--- src/rtl/sigma_delta_tx.sv ---
// Second-order 1-bit delta-sigma modulator with a one-entry PCM input buffer.
// Each accepted sample is held for R_eff = max(interpolation_ratio, 2) clocks
// and the loop emits one bitstream bit per clock (1 = +FS, 0 = -FS).
module sigma_delta_tx #(
  parameter int width = 16,
  parameter int guard = 4
) (
  input  logic                    clk,
  input  logic                    rst,
  input  logic [15:0]             interpolation_ratio,
  input  logic signed [width-1:0] d_in,
  input  logic                    d_in_valid,
  output logic                    d_in_ready,
  output logic                    d_out,
  output logic                    d_clk,
  output logic                    underrun,
  output logic                    overload
);

  localparam int IW = width + guard;
  // Two headroom bits: u2 + u1 - 2*fb can exceed one extra bit when both
  // integrators sit at the clamp, and it must not wrap before the clamp.
  localparam int SW = IW + 2;
  localparam logic signed [SW-1:0] FS      = SW'(1 << (width - 1));
  localparam logic signed [SW-1:0] SAT_MAX = SW'((1 << (IW - 1)) - 1);
  localparam logic signed [SW-1:0] SAT_MIN = -SAT_MAX;

  logic [15:0]             cnt_q, cnt_d;
  // Reset frame length is the minimum (2), so the real ratio is picked up at
  // the first wrap, two clocks after reset release.
  logic [15:0]             r_eff_q, r_eff_d;
  logic signed [width-1:0] buf_q, buf_d;
  logic                    buf_full_q, buf_full_d;
  logic signed [width-1:0] x_q, x_d;
  logic signed [IW-1:0]    u1_q, u1_d;
  logic signed [IW-1:0]    u2_q, u2_d;
  logic                    d_out_q, d_out_d;
  logic                    d_clk_q, d_clk_d;
  logic                    underrun_q, underrun_d;
  logic                    overload_q, overload_d;

  logic                    wrap;
  logic                    fire;
  logic signed [SW-1:0]    fb, x_ext, u1_ext, u2_ext, s1, s2;
  logic                    clip1, clip2;

  // Frame counter, input buffer handshake and active-sample hand-over.
  always_comb begin
    wrap       = (cnt_q == r_eff_q - 16'd1);
    fire       = d_in_valid && !buf_full_q;
    cnt_d      = wrap ? 16'd0 : cnt_q + 16'd1;
    r_eff_d    = r_eff_q;
    if (wrap) r_eff_d = (interpolation_ratio < 16'd2) ? 16'd2 : interpolation_ratio;
    buf_d      = fire ? d_in : buf_q;
    // A transfer on the wrap edge only happens when the buffer was empty,
    // so it refills the buffer and waits for the following wrap.
    buf_full_d = fire ? 1'b1 : (wrap ? 1'b0 : buf_full_q);
    x_d        = (wrap && buf_full_q) ? buf_q : x_q;
    d_clk_d    = wrap && buf_full_q;
    underrun_d = wrap && !buf_full_q;
  end

  // Two saturating integrators; the comparator looks at the clamped u2.
  always_comb begin
    fb     = d_out_q ? FS : -FS;
    x_ext  = {{(SW - width){x_q[width-1]}}, x_q};
    u1_ext = {{(SW - IW){u1_q[IW-1]}}, u1_q};
    u2_ext = {{(SW - IW){u2_q[IW-1]}}, u2_q};
    s1     = u1_ext + x_ext - fb;
    s2     = u2_ext + u1_ext - (fb <<< 1);
    clip1  = 1'b0;
    clip2  = 1'b0;
    u1_d   = s1[IW-1:0];
    u2_d   = s2[IW-1:0];
    if (s1 > SAT_MAX) begin
      u1_d  = SAT_MAX[IW-1:0];
      clip1 = 1'b1;
    end else if (s1 < SAT_MIN) begin
      u1_d  = SAT_MIN[IW-1:0];
      clip1 = 1'b1;
    end
    if (s2 > SAT_MAX) begin
      u2_d  = SAT_MAX[IW-1:0];
      clip2 = 1'b1;
    end else if (s2 < SAT_MIN) begin
      u2_d  = SAT_MIN[IW-1:0];
      clip2 = 1'b1;
    end
    d_out_d    = !u2_d[IW-1];
    overload_d = overload_q || clip1 || clip2;
  end

  // State registers; reset discards any buffered sample.
  always_ff @(posedge clk or posedge rst) begin
    if (rst) begin
      cnt_q      <= 16'd0;
      r_eff_q    <= 16'd2;
      buf_q      <= '0;
      buf_full_q <= 1'b0;
      x_q        <= '0;
      u1_q       <= '0;
      u2_q       <= '0;
      d_out_q    <= 1'b0;
      d_clk_q    <= 1'b0;
      underrun_q <= 1'b0;
      overload_q <= 1'b0;
    end else begin
      cnt_q      <= cnt_d;
      r_eff_q    <= r_eff_d;
      buf_q      <= buf_d;
      buf_full_q <= buf_full_d;
      x_q        <= x_d;
      u1_q       <= u1_d;
      u2_q       <= u2_d;
      d_out_q    <= d_out_d;
      d_clk_q    <= d_clk_d;
      underrun_q <= underrun_d;
      overload_q <= overload_d;
    end
  end

  assign d_in_ready = !buf_full_q;
  assign d_out      = d_out_q;
  assign d_clk      = d_clk_q;
  assign underrun   = underrun_q;
  assign overload   = overload_q;

endmodule

--- config.mk ---
export PLATFORM = sky130hd
export DESIGN_NAME = sigma_delta_tx
export DESIGN_NICKNAME = d
export VERILOG_FILES = /design/src/rtl/sigma_delta_tx.sv
export SDC_FILE = /design/constraint.sdc
export NUM_CORES = 1
export LEC_CHECK = 0
export ABC_AREA = 1
export CAP_MARGIN = 20
export CORE_UTILIZATION = 40
export CTS_CLUSTER_SIZE = 10
export DETAILED_ROUTE_END_ITERATION = 16
export SYNTH_ARGS = -nofsm -noshare
export SYNTH_HDL_FRONTEND = slang
export SYNTH_SLANG_ARGS = --single-unit
--- constraint.sdc ---
create_clock -name clk -period 3.2 [get_ports clk]
set_input_delay 0.32 -clock clk [delete_from_list [all_inputs] [get_ports clk]]
set_output_delay 0.32 -clock clk [all_outputs]
set_load 0.02 [all_outputs]
==> impl_metrics.tcl, run 1 <==
set metrics [dict create \
    max_slew.worst_pin.slew_ps 848 \
    path_class "register to register" \
    cp_top_family "simple AND/OR/NAND/NOR gates" \
    fp.coreArea_mm2 0.0204 \
    startpoint_type "register" \
    ys_top_cells_by_area "dfrtp_1 32%, nand2_1 17%, ha_1 11%" \
    initial_utilization_pct 41.2 \
    cpPeakStageDelay_ps 360 \
    globalplace.congestion 0.892 \
    cts_root_buf "clkbuf_16" \
    crit_fanout 5 \
    synth_fa_ha_area_share_pct 12.9 \
    synthXorXnorAreaFrac_pct 3.45 \
    hpwl_mm 15.8 \
    netlist_area_mm2 0.00838 \
    grt_pass1_wl_mm 33.3 \
    period_minus_slack_ps 3000 \
    io_buffer_count 39 \
    ys_warn_count 0 \
    overflow 0 \
    grt_pass1_vias 6982 \
    worst-r2r-setup-slack_ps 200 \
    drcViolationCount 0 \
    die_area_mm2 0.0215 \
    tns_ps 0 \
    critPathCaptureType "register" \
    cp.arrival_ps 3230 \
    wl_per_cell_um 12.8 \
    synthSimpleGateAreaFrac_pct 30.8 \
    final_nets 1376 \
    synth_top_family_by_area "simple AND/OR/NAND/NOR gates" \
    drive_above_1_share_pct 7.12 \
    path_cells "inv_1 > ha_1 > inv_1 > ha_1 > nand2_1 > nor2_1 > nand2_1 > nand3_1 > nand2_1 > nand2_1 > nand3_1 > nand2_1 > xor2_1 > a21oi_2 > buf_4 > a21oi_1 > nand3_1" \
    total_power_mw 2.69 \
    antenna_found_initial 0 \
    combPwrFrac_pct 2.8 \
    synth.area.mux_share_pct 2.15 \
    die_x_um 147 \
    clk_latency_ps 360 \
    drtAntennaViolNets 0 \
    vias 7332 \
    num_antenna_cells 0 \
    wirelength_mm 19.7 \
    seqPwrFrac_pct 51.2 \
    path_buf_inv 3 \
    ir_drop_uv 422 \
    fin_hold_ws_ps 359 \
    rows 52 \
    groute.usage.overall_pct 19.2 \
    finalMaxSlewViolations 0 \
    power.leakage_nw 5.52 \
    clk_pin_slew_ps 80 \
    max_cap_viol_count 0 \
    switching_share_pct 20.8 \
    grt_max_degree 69 \
    power_density_mw_per_mm2 279 \
    period_share_pct 93.9 \
    p_int_mw 2.13 \
    drtIter0Drc 455 \
    die_h_um 147 \
    cts_buffers 9 \
    yosys.area.top_type "dfrtp_1" \
    run_status "finished, final reports clean" \
    rsz0062_at_grt "true" \
    hold_path.class "input port to asynchronous set/reset pin" \
    areaGrowthSynthToFinish_pct 14.8 \
    synth_top_area_share_pct 32.2 \
    synth_fp_nets 1322 \
    placed_area_mm2 0.00915 \
    netlist_instances 1205 \
    crit_required_ps 3430 \
    htreeDepth 3 \
    max_freq_ghz 0.333 \
    yosysUniqueCellTypes 38 \
    cts.hold.buffers_added 0 \
    p_switching_uw 560 \
    cts_sinks 109 \
    cp_slowest_cell "dfrtp_1" \
    first_pass_iters 5 \
    slew_headroom_pct 43.3 \
    ios 40 \
    clk_path_buf_depth 2 \
    yosys_register_bits 109 \
    critPathMostFrequentCell "nand2_1" \
    finish.instance_area_mm2 0.00962 \
    syn_avg_cell_area_um2 6.95 \
    synth_seq_area_share_pct 32.6 \
    cts_tree "done" \
    setup_violations 0 \
    synth_compound_area_share_pct 6.38 \
    viasPerCell 4.78 \
    final-hold-violation-count 0 \
    p_clk_share_pct 46.0 \
    finClkSkew_ps 11.9 \
]
worst paths after layout:
kind,start,to,cells after the start
hold reg to reg,x_q[2],x_q[2],2
setup / recovery,u1_q[4],overload,17
min in group clk,x_q[2],x_q[2],2
max in group asynchronous,rst,r_eff_q[1],3
hold / removal,rst,d_clk,2
setup reg to reg,u1_q[4],overload,17
kinds of logic after synthesis:
group                      count (synthesis)
adders and majority gates                 82
AOI/OAI and AO/OA                         99
DFF                                      109
muxes                                     16
xor gates and xnor gates                  33
and+or+nand+nor                          611
buffers and inverters                    255
through the flow:
stage          utilization [%]  cells  worst slack [ps]
2_1_floorplan                -   1205              7.71
3_3_place_gp              44.9   1514               124
3_5_place_dp              44.9   1514              15.8
4_1_cts                   46.5   1530              10.5
5_1_grt                   47.3   1534             -30.9
6_report                  47.3   1534               195
layout make-up:
| type | instances | area, um2 |
|---|---|---|
| clock inverters | 6 | 91.3 |
| repair inverters | 1 | 7.51 |
| fillers | 2071 | 10700 |
| clock buffers | 10 | 239 |
| flip-flops and latches | 109 | 2730 |
| repair buffers | 56 | 538 |
| inverters | 241 | 911 |
| multi-input cells | 841 | 4770 |
| well taps | 270 | 338 |
Yosys cell counts:
| cell | instances |
|---|---|
| a21o_1 | 7 |
| a21oi_1 | 49 |
| a21oi_2 | 1 |
| a22oi_1 | 1 |
| a31o_2 | 1 |
| a31oi_1 | 1 |
| and2_1 | 2 |
| buf_2 | 4 |
| buf_4 | 5 |
| buf_6 | 1 |
| clkbuf_1 | 4 |
| dfrtp_1 | 108 |
| dfstp_2 | 1 |
| fa_1 | 7 |
| ha_1 | 75 |
| inv_1 | 241 |
| mux2_2 | 16 |
| nand2_1 | 376 |
| nand2_2 | 1 |
| nand2_4 | 1 |
| nand2b_1 | 1 |
| nand3_1 | 79 |
| nand3_2 | 3 |
| nand3b_1 | 9 |
| nand4_1 | 14 |
| nor2_1 | 93 |
| nor2_2 | 2 |
| nor2_8 | 1 |
| nor3_1 | 17 |
| nor3_4 | 1 |
| nor3b_1 | 1 |
| nor4_1 | 5 |
| o21ai_0 | 35 |
| o21bai_1 | 2 |
| o31ai_1 | 2 |
| or2_2 | 5 |
| xnor2_1 | 3 |
| xor2_1 | 30 |
layout by cell type, fill, tap and decap left out, drive strengths merged, types with 3 or more instances in the layout:
master,synthesis,routed
clkdlybuf4s50,0,39
nand3,82,82
ha,75,75
o21ai,35,35
nand4,14,14
dfrtp,108,108
a21o,7,7
nand2,378,378
inv,241,242
or2,5,5
xor2,30,30
clkbuf,4,10
nand3b,9,9
buf,10,17
nor4,5,5
xnor2,3,3
nor2,96,96
nor3,18,18
fa,7,7
a21oi,50,50
mux2,16,16
worst reg2reg max path: stages, from the launching register on:
cell and delay, ps:
dfrtp_1 360, inv_1 90, ha_1 290, inv_1 40
ha_1 340, nand2_1 120, nor2_1 160, nand2_1 70
nand3_1 130, nand2_1 100, nand2_1 110, nand3_1 80
nand2_1 100, xor2_1 230, a21oi_2 70, buf_4 160
a21oi_1 310, nand3_1 120
timing repair:
action	in CTS	in global routing
setup buffers	0	3
hold endpoints to repair	0	0
endpoints found under the setup margin	0	36
gates resized for setup	0	29
state kept, by name, indices dropped and copies added (netlist names), 16 cells and up:
signal	flops
r_eff_q	16
cnt_q	16
u1_q	20
buf_q	16
u2_q	20
x_q	16
metal layers:
metal / global-route usage, % / up-vias / share of wire, %
met3: 3.29 / 11 / 3.7
li1: - / 3847 / -
met5: 0 / - / 0
met2: 31.2 / 120 / 45
met4: 3.70 / 0 / 0.92
met1: 26.8 / 3354 / 50
power by group through the flow:
stage / clock (mW) / combinational (mW) / sequential [mW]
2_1_floorplan: 0 / 0.0212 / 1.40
3_3_place_gp: 0 / 0.0794 / 1.40
3_5_place_dp: 0 / 0.0788 / 1.40
4_1_cts: 1.28 / 0.0791 / 1.38
5_1_grt: 1.34 / 0.0855 / 1.38
6_report: 1.24 / 0.0759 / 1.38
Note: power is estimated with default switching activity, not from simulation.
==> run 2, diff against run 1 <==
Clock period 3.2 ns to 3.7 ns, I/O delays scaled along.
==> run 2 against run 1 <==
Against the previous run: first-iteration DRC count increased by 9.2%; maximum frequency decreased by 8.1%; worst setup slack improved by 240 ps; hold slack improved by 61 ps; clock skew decreased by 4.2 ps; utilization decreased by 1.1 points; wire length decreased by 2.0%; sequential share of layout area increased by 0.69 points; sequential power decreased by 14%; highest routed layer unchanged.
==> impl_metrics.tcl, run 2 (same netlist as run 1, synthesis figures left out) <==
set metrics [dict create \
    period_minus_slack_ps 3270 \
    die_h_um 147 \
    cts_buffers 9 \
    overflow 0 \
    drtIter0Drc 497 \
    run_status "finished, final reports clean" \
    startpoint_type "register" \
    ir_drop_uv 224 \
    die_x_um 147 \
    rows 52 \
    layout_common_cells "375 x nand2_1, 239 x inv_1, 108 x dfrtp_1, 93 x nor2_1, 79 x nand3_1" \
    clk_path_buf_depth 2 \
    path_class "register to register" \
    postCtsSetupBuffers 0 \
    final-hold-violation-count 0 \
    final_common_cell "nand2_1" \
    hpwl_mm 15.5 \
    die_area_mm2 0.0215 \
    viasPerCell 4.76 \
    io_buffer_count 39 \
    final_nets 1363 \
    max_freq_ghz 0.306 \
    max_cap_viol_count 0 \
    drcViolationCount 0 \
    clk_latency_ps 360 \
    num_antenna_cells 0 \
    clk_pin_slew_ps 70 \
    power.leakage_nw 5.45 \
    grt_max_degree 67 \
    drive_above_1_share_pct 4.48 \
    placed_area_mm2 0.00908 \
    fp.coreArea_mm2 0.0204 \
    finish.instance_area_mm2 0.00939 \
    reg2regPathDepth 13 \
    antenna_found_initial 0 \
    first_pass_iters 7 \
    period_share_pct 88.3 \
    cts_root_buf "clkbuf_16" \
    finalMaxSlewViolations 0 \
    crit_fanout 6 \
    cts_tree "done" \
    vias 7236 \
    r2r-start "x_q[15]" \
    hold_path.class "input port to asynchronous set/reset pin" \
    power_density_mw_per_mm2 242 \
    groute.usage.overall_pct 19.3 \
    drtAntennaViolNets 0 \
    slew_headroom_pct 44.6 \
    crit_required_ps 3920 \
    ios 40 \
    cts_sinks 109 \
    max_slew.worst_pin.slew_ps 829 \
    critPathCaptureType "register" \
    tns_ps 0 \
    r2r_end "overload" \
    wl_per_cell_um 12.7 \
    htreeDepth 3 \
    finClkSkew_ps 7.70 \
    areaGrowthSynthToFinish_pct 12.1 \
    cp.arrival_ps 3490 \
    grt_pass1_wl_mm 33.6 \
    setup_violations 0 \
    globalplace.congestion 0.854 \
    worst-r2r-setup-slack_ps 430 \
    reg.largest.list "u1_q (20), u2_q (20)" \
    grt_pass1_vias 7019 \
    wirelength_mm 19.3 \
    initial_utilization_pct 41.2 \
    rsz0062_at_grt "false" \
]
## run 2: changes by cell type in the layout (fill, tap and decap cells not counted), moves of 3 or more
cell,delta
a21oi_1,+7
a21oi_2,-6
buf_4,-10
ha_1,+6
ha_2,-3
ha_4,-3
o21ai_0,+3
o21ai_1,-3
## run 2: worst max-delay path by stage
stage,startpoint,endpoint,cells past startpoint
3_3_place_gp,x_q[15],u1_q[11],13
5_1_grt,x_q[15],overload,13
6_report,x_q[15],overload,13
2_1_floorplan,rst,buf_full_q,1
4_1_cts,x_q[15],u1_q[9],13
3_5_place_dp,x_q[15],u1_q[11],13
## run 2: metal layers
metal / wire (um) / GRT usage (%)
met5: 0 / 0
met4: 250 / 4.58
met3: 589 / 2.61
met2: 8460 / 30.6
met1: 9990 / 27.7
## run 2: worst max-delay path, stage by stage (launching register included)
cell,delay [ps]
dfrtp_1,510
inv_1,100
fa_1,510
inv_1,40
ha_1,340
a21oi_1,210
o21ai_0,150
a21oi_1,130
o21ai_0,90
nor2_1,150
xor2_1,310
a21oi_1,120
a21oi_1,340
nand3_1,120
## run 2: layout make-up
class | count | area [um2]
sequential | 109 | 2730
clock inverter | 4 | 55.1
multi-input combinational | 841 | 4670
fill | 2139 | 11000
tap | 270 | 338
inverter | 241 | 907
timing repair buffer | 44 | 440
clock buffer | 12 | 256
## run 2: metrics by stage
step	utilization [%]	hold WS (ps)	power, mW	instances	worst slack [ps]
detailed placement	44.6	460	1.28	1505	363
finish	46.1	420	2.27	1521	432
CTS	46.1	444	2.30	1521	352
global route	46.1	483	2.35	1521	78.9
floorplan	-	442	1.23	1205	458
global placement	44.6	457	1.28	1505	452
## run 2: timing repair
| action | 4_1_cts | 5_1_grt |
|---|---|---|
| resized for setup | 0 | 2 |
| endpoints found under the setup margin | 0 | 6 |
| hold buffers | 0 | 0 |
## run 2: power by group
group | switching, mW | internal, mW | leakage, nW
registers | 0 | 1.19 | 1.38
clock network | 0.449 | 0.566 | 0.149
logic | 0.0310 | 0.0342 | 3.92
==> run 3, diff against run 2 <==
Settings changed: CAP_MARGIN 20 to default, CORE_MARGIN from default to 2.
==> run 3 against run 2 <==
Against the previous run: final area increased by 0.79%; first-iteration DRC count decreased by 22%; final cell count about the same; combinational power about the same; sequential power about the same; hold slack improved by 29 ps; highest routed layer unchanged; global-route usage decreased by 0.86 points; clock power increased by 16%; critical endpoint unchanged; count of clock-buffer cells in the layout decreased by 1; worst setup slack improved by 41 ps.
==> impl_metrics.tcl, run 3 (same netlist as run 1, synthesis figures left out) <==
set metrics [dict create \
    viasPerCell 4.69 \
    antenna_found_initial 0 \
    run_status "finished, final reports clean" \
    cpPeakStageDelay_ps 520 \
    hpwl_mm 15.3 \
    cts_root_buf "clkbuf_16" \
    crit_end "overload" \
    seq_area_mm2 0.00273 \
    cts_buffers 9 \
    path_cells "inv_1 > fa_1 > inv_1 > ha_1 > a21oi_1 > o21ai_0 > a21oi_1 > o21ai_0 > nor2_1 > xor2_2 > a21oi_1 > a21oi_1 > nand3_1" \
    die_h_um 149 \
    drtIter0Drc 386 \
    max_slew.worst_pin.slew_ps 861 \
    reg2regPathDepth 13 \
    crit_fanout 6 \
    crit_required_ps 3920 \
    rows 52 \
    areaGrowthSynthToFinish_pct 12.9 \
    wl_per_cell_um 12.5 \
    final-hold-violation-count 0 \
    layout_common_cells "375 x nand2_1, 239 x inv_1, 108 x dfrtp_1, 93 x nor2_1, 79 x nand3_1" \
    max_freq_ghz 0.310 \
    startpoint_type "register" \
    first_pass_iters 5 \
    initial_utilization_pct 41.0 \
    cp_slowest_cell "fa_1" \
    reg.largest.list "u1_q (20), u2_q (20)" \
    htreeDepth 3 \
    clk_path_buf_depth 2 \
    max_cap_viol_count 0 \
    drcViolationCount 0 \
    finalMaxSlewViolations 0 \
    fin_hold_ws_ps 448 \
    ios 40 \
    hold_path.class "input port to asynchronous set/reset pin" \
    drtAntennaViolNets 0 \
    io_buffer_count 39 \
    worst-r2r-setup-slack_ps 470 \
    cts_sinks 109 \
    grt_pass1_vias 6931 \
    path_class "register to register" \
    rsz0062_at_grt "false" \
    multi_input_area_mm2 0.00467 \
    num_antenna_cells 0 \
    slew_headroom_pct 42.4 \
    finClkSkew_ps 7.45 \
    power.leakage_nw 5.48 \
    grt_max_degree 60 \
    ir_drop_uv 224 \
    r2r_end "overload" \
    cts_tree "done" \
    grt_pass1_wl_mm 33.1 \
    final_nets 1365 \
    wirelength_mm 19.0 \
    die_area_mm2 0.0221 \
    n_fill_cell 2131 \
    clk_pin_slew_ps 70 \
    cp.arrival_ps 3440 \
    postCtsSetupBuffers 0 \
    period_minus_slack_ps 3230 \
    period_share_pct 87.2 \
    cts-resized-gates 0 \
    critPathCaptureType "register" \
    cts.hold.buffers_added 0 \
    final_common_cell "nand2_1" \
    globalplace.congestion 0.859 \
    groute.usage.overall_pct 18.4 \
    overflow 0 \
    setup_violations 0 \
    vias 7144 \
    fp.coreArea_mm2 0.0204 \
    critPathMostFrequentCell "a21oi_1" \
    tns_ps 0 \
    drive_above_1_share_pct 4.63 \
    r2r-start "x_q[15]" \
    startpoint "x_q[15]" \
    die_x_um 149 \
    clk_latency_ps 360 \
    power_density_mw_per_mm2 257 \
]
==> run 3: cell count changes in the layout (fill, tap and decap cells not counted), sizes merged <==
cell	previous run	this run
inv	242	241
bufinv	1	4
clkbuf	12	11
clkinv	1	0
buf	5	7
clkinvlp	1	0
==> run 3: power breakdown <==
| group | internal, mW | switching (mW) | total (mW) |
|---|---|---|---|
| clock network | 0.745 | 0.431 | 1.18 |
| registers | 1.19 | 0 | 1.19 |
| logic | 0.0343 | 0.0309 | 0.0652 |
==> run 3: worst min-delay path by stage <==
stage,startpoint,end,slack [ps]
floorplan,x_q[10],x_q[10],440
global placement,x_q[5],x_q[5],460
detailed placement,x_q[2],x_q[2],460
CTS,rst,d_clk,470
global route,x_q[3],x_q[3],520
finish,rst,d_clk,450
==> run 3: cell type report <==
cell class                 instances  share of cell area (%)
clock inverter                     4                    1.27
sequential                       109                    28.8
multi-input combinational        841                    49.4
tap                              270                    3.57
inverter                         241                    9.58
timing repair buffer              46                    4.81
clock buffer                      11                    2.56
==> run 3: stage by stage <==
stage	area (um2)	setup WS, ps	util (%)	instances	power, mW
finish	9470	473	46.3	1522	2.43
floorplan	8380	458	-	1205	1.23
global placement	9090	460	44.5	1507	1.28
detailed placement	9090	344	44.5	1507	1.28
global route	9470	59.8	46.3	1522	2.52
CTS	9460	312	46.3	1522	2.47
==> run 3: worst max-delay path, delay by kind of cell, from the launching register on <==
kind                       cells  cell delay (ps)
AOI/OAI and AO/OA              6             1010
adders and majority gates      2              870
DFF                            1              500
and+or+nand+nor                2              300
xor gates and xnor gates       1              270
buffers and inverters          2              140
==> run 3: per-layer routing <==
layer | up-vias | track usage (%) | share of wire [%]
li1 | 3825 | - | -
met1 | 3207 | 26.6 | 52
met2 | 99 | 29.5 | 44
met3 | 13 | 2.54 | 3.1
met4 | 0 | 4.24 | 0.99
met5 | - | 0 | 0
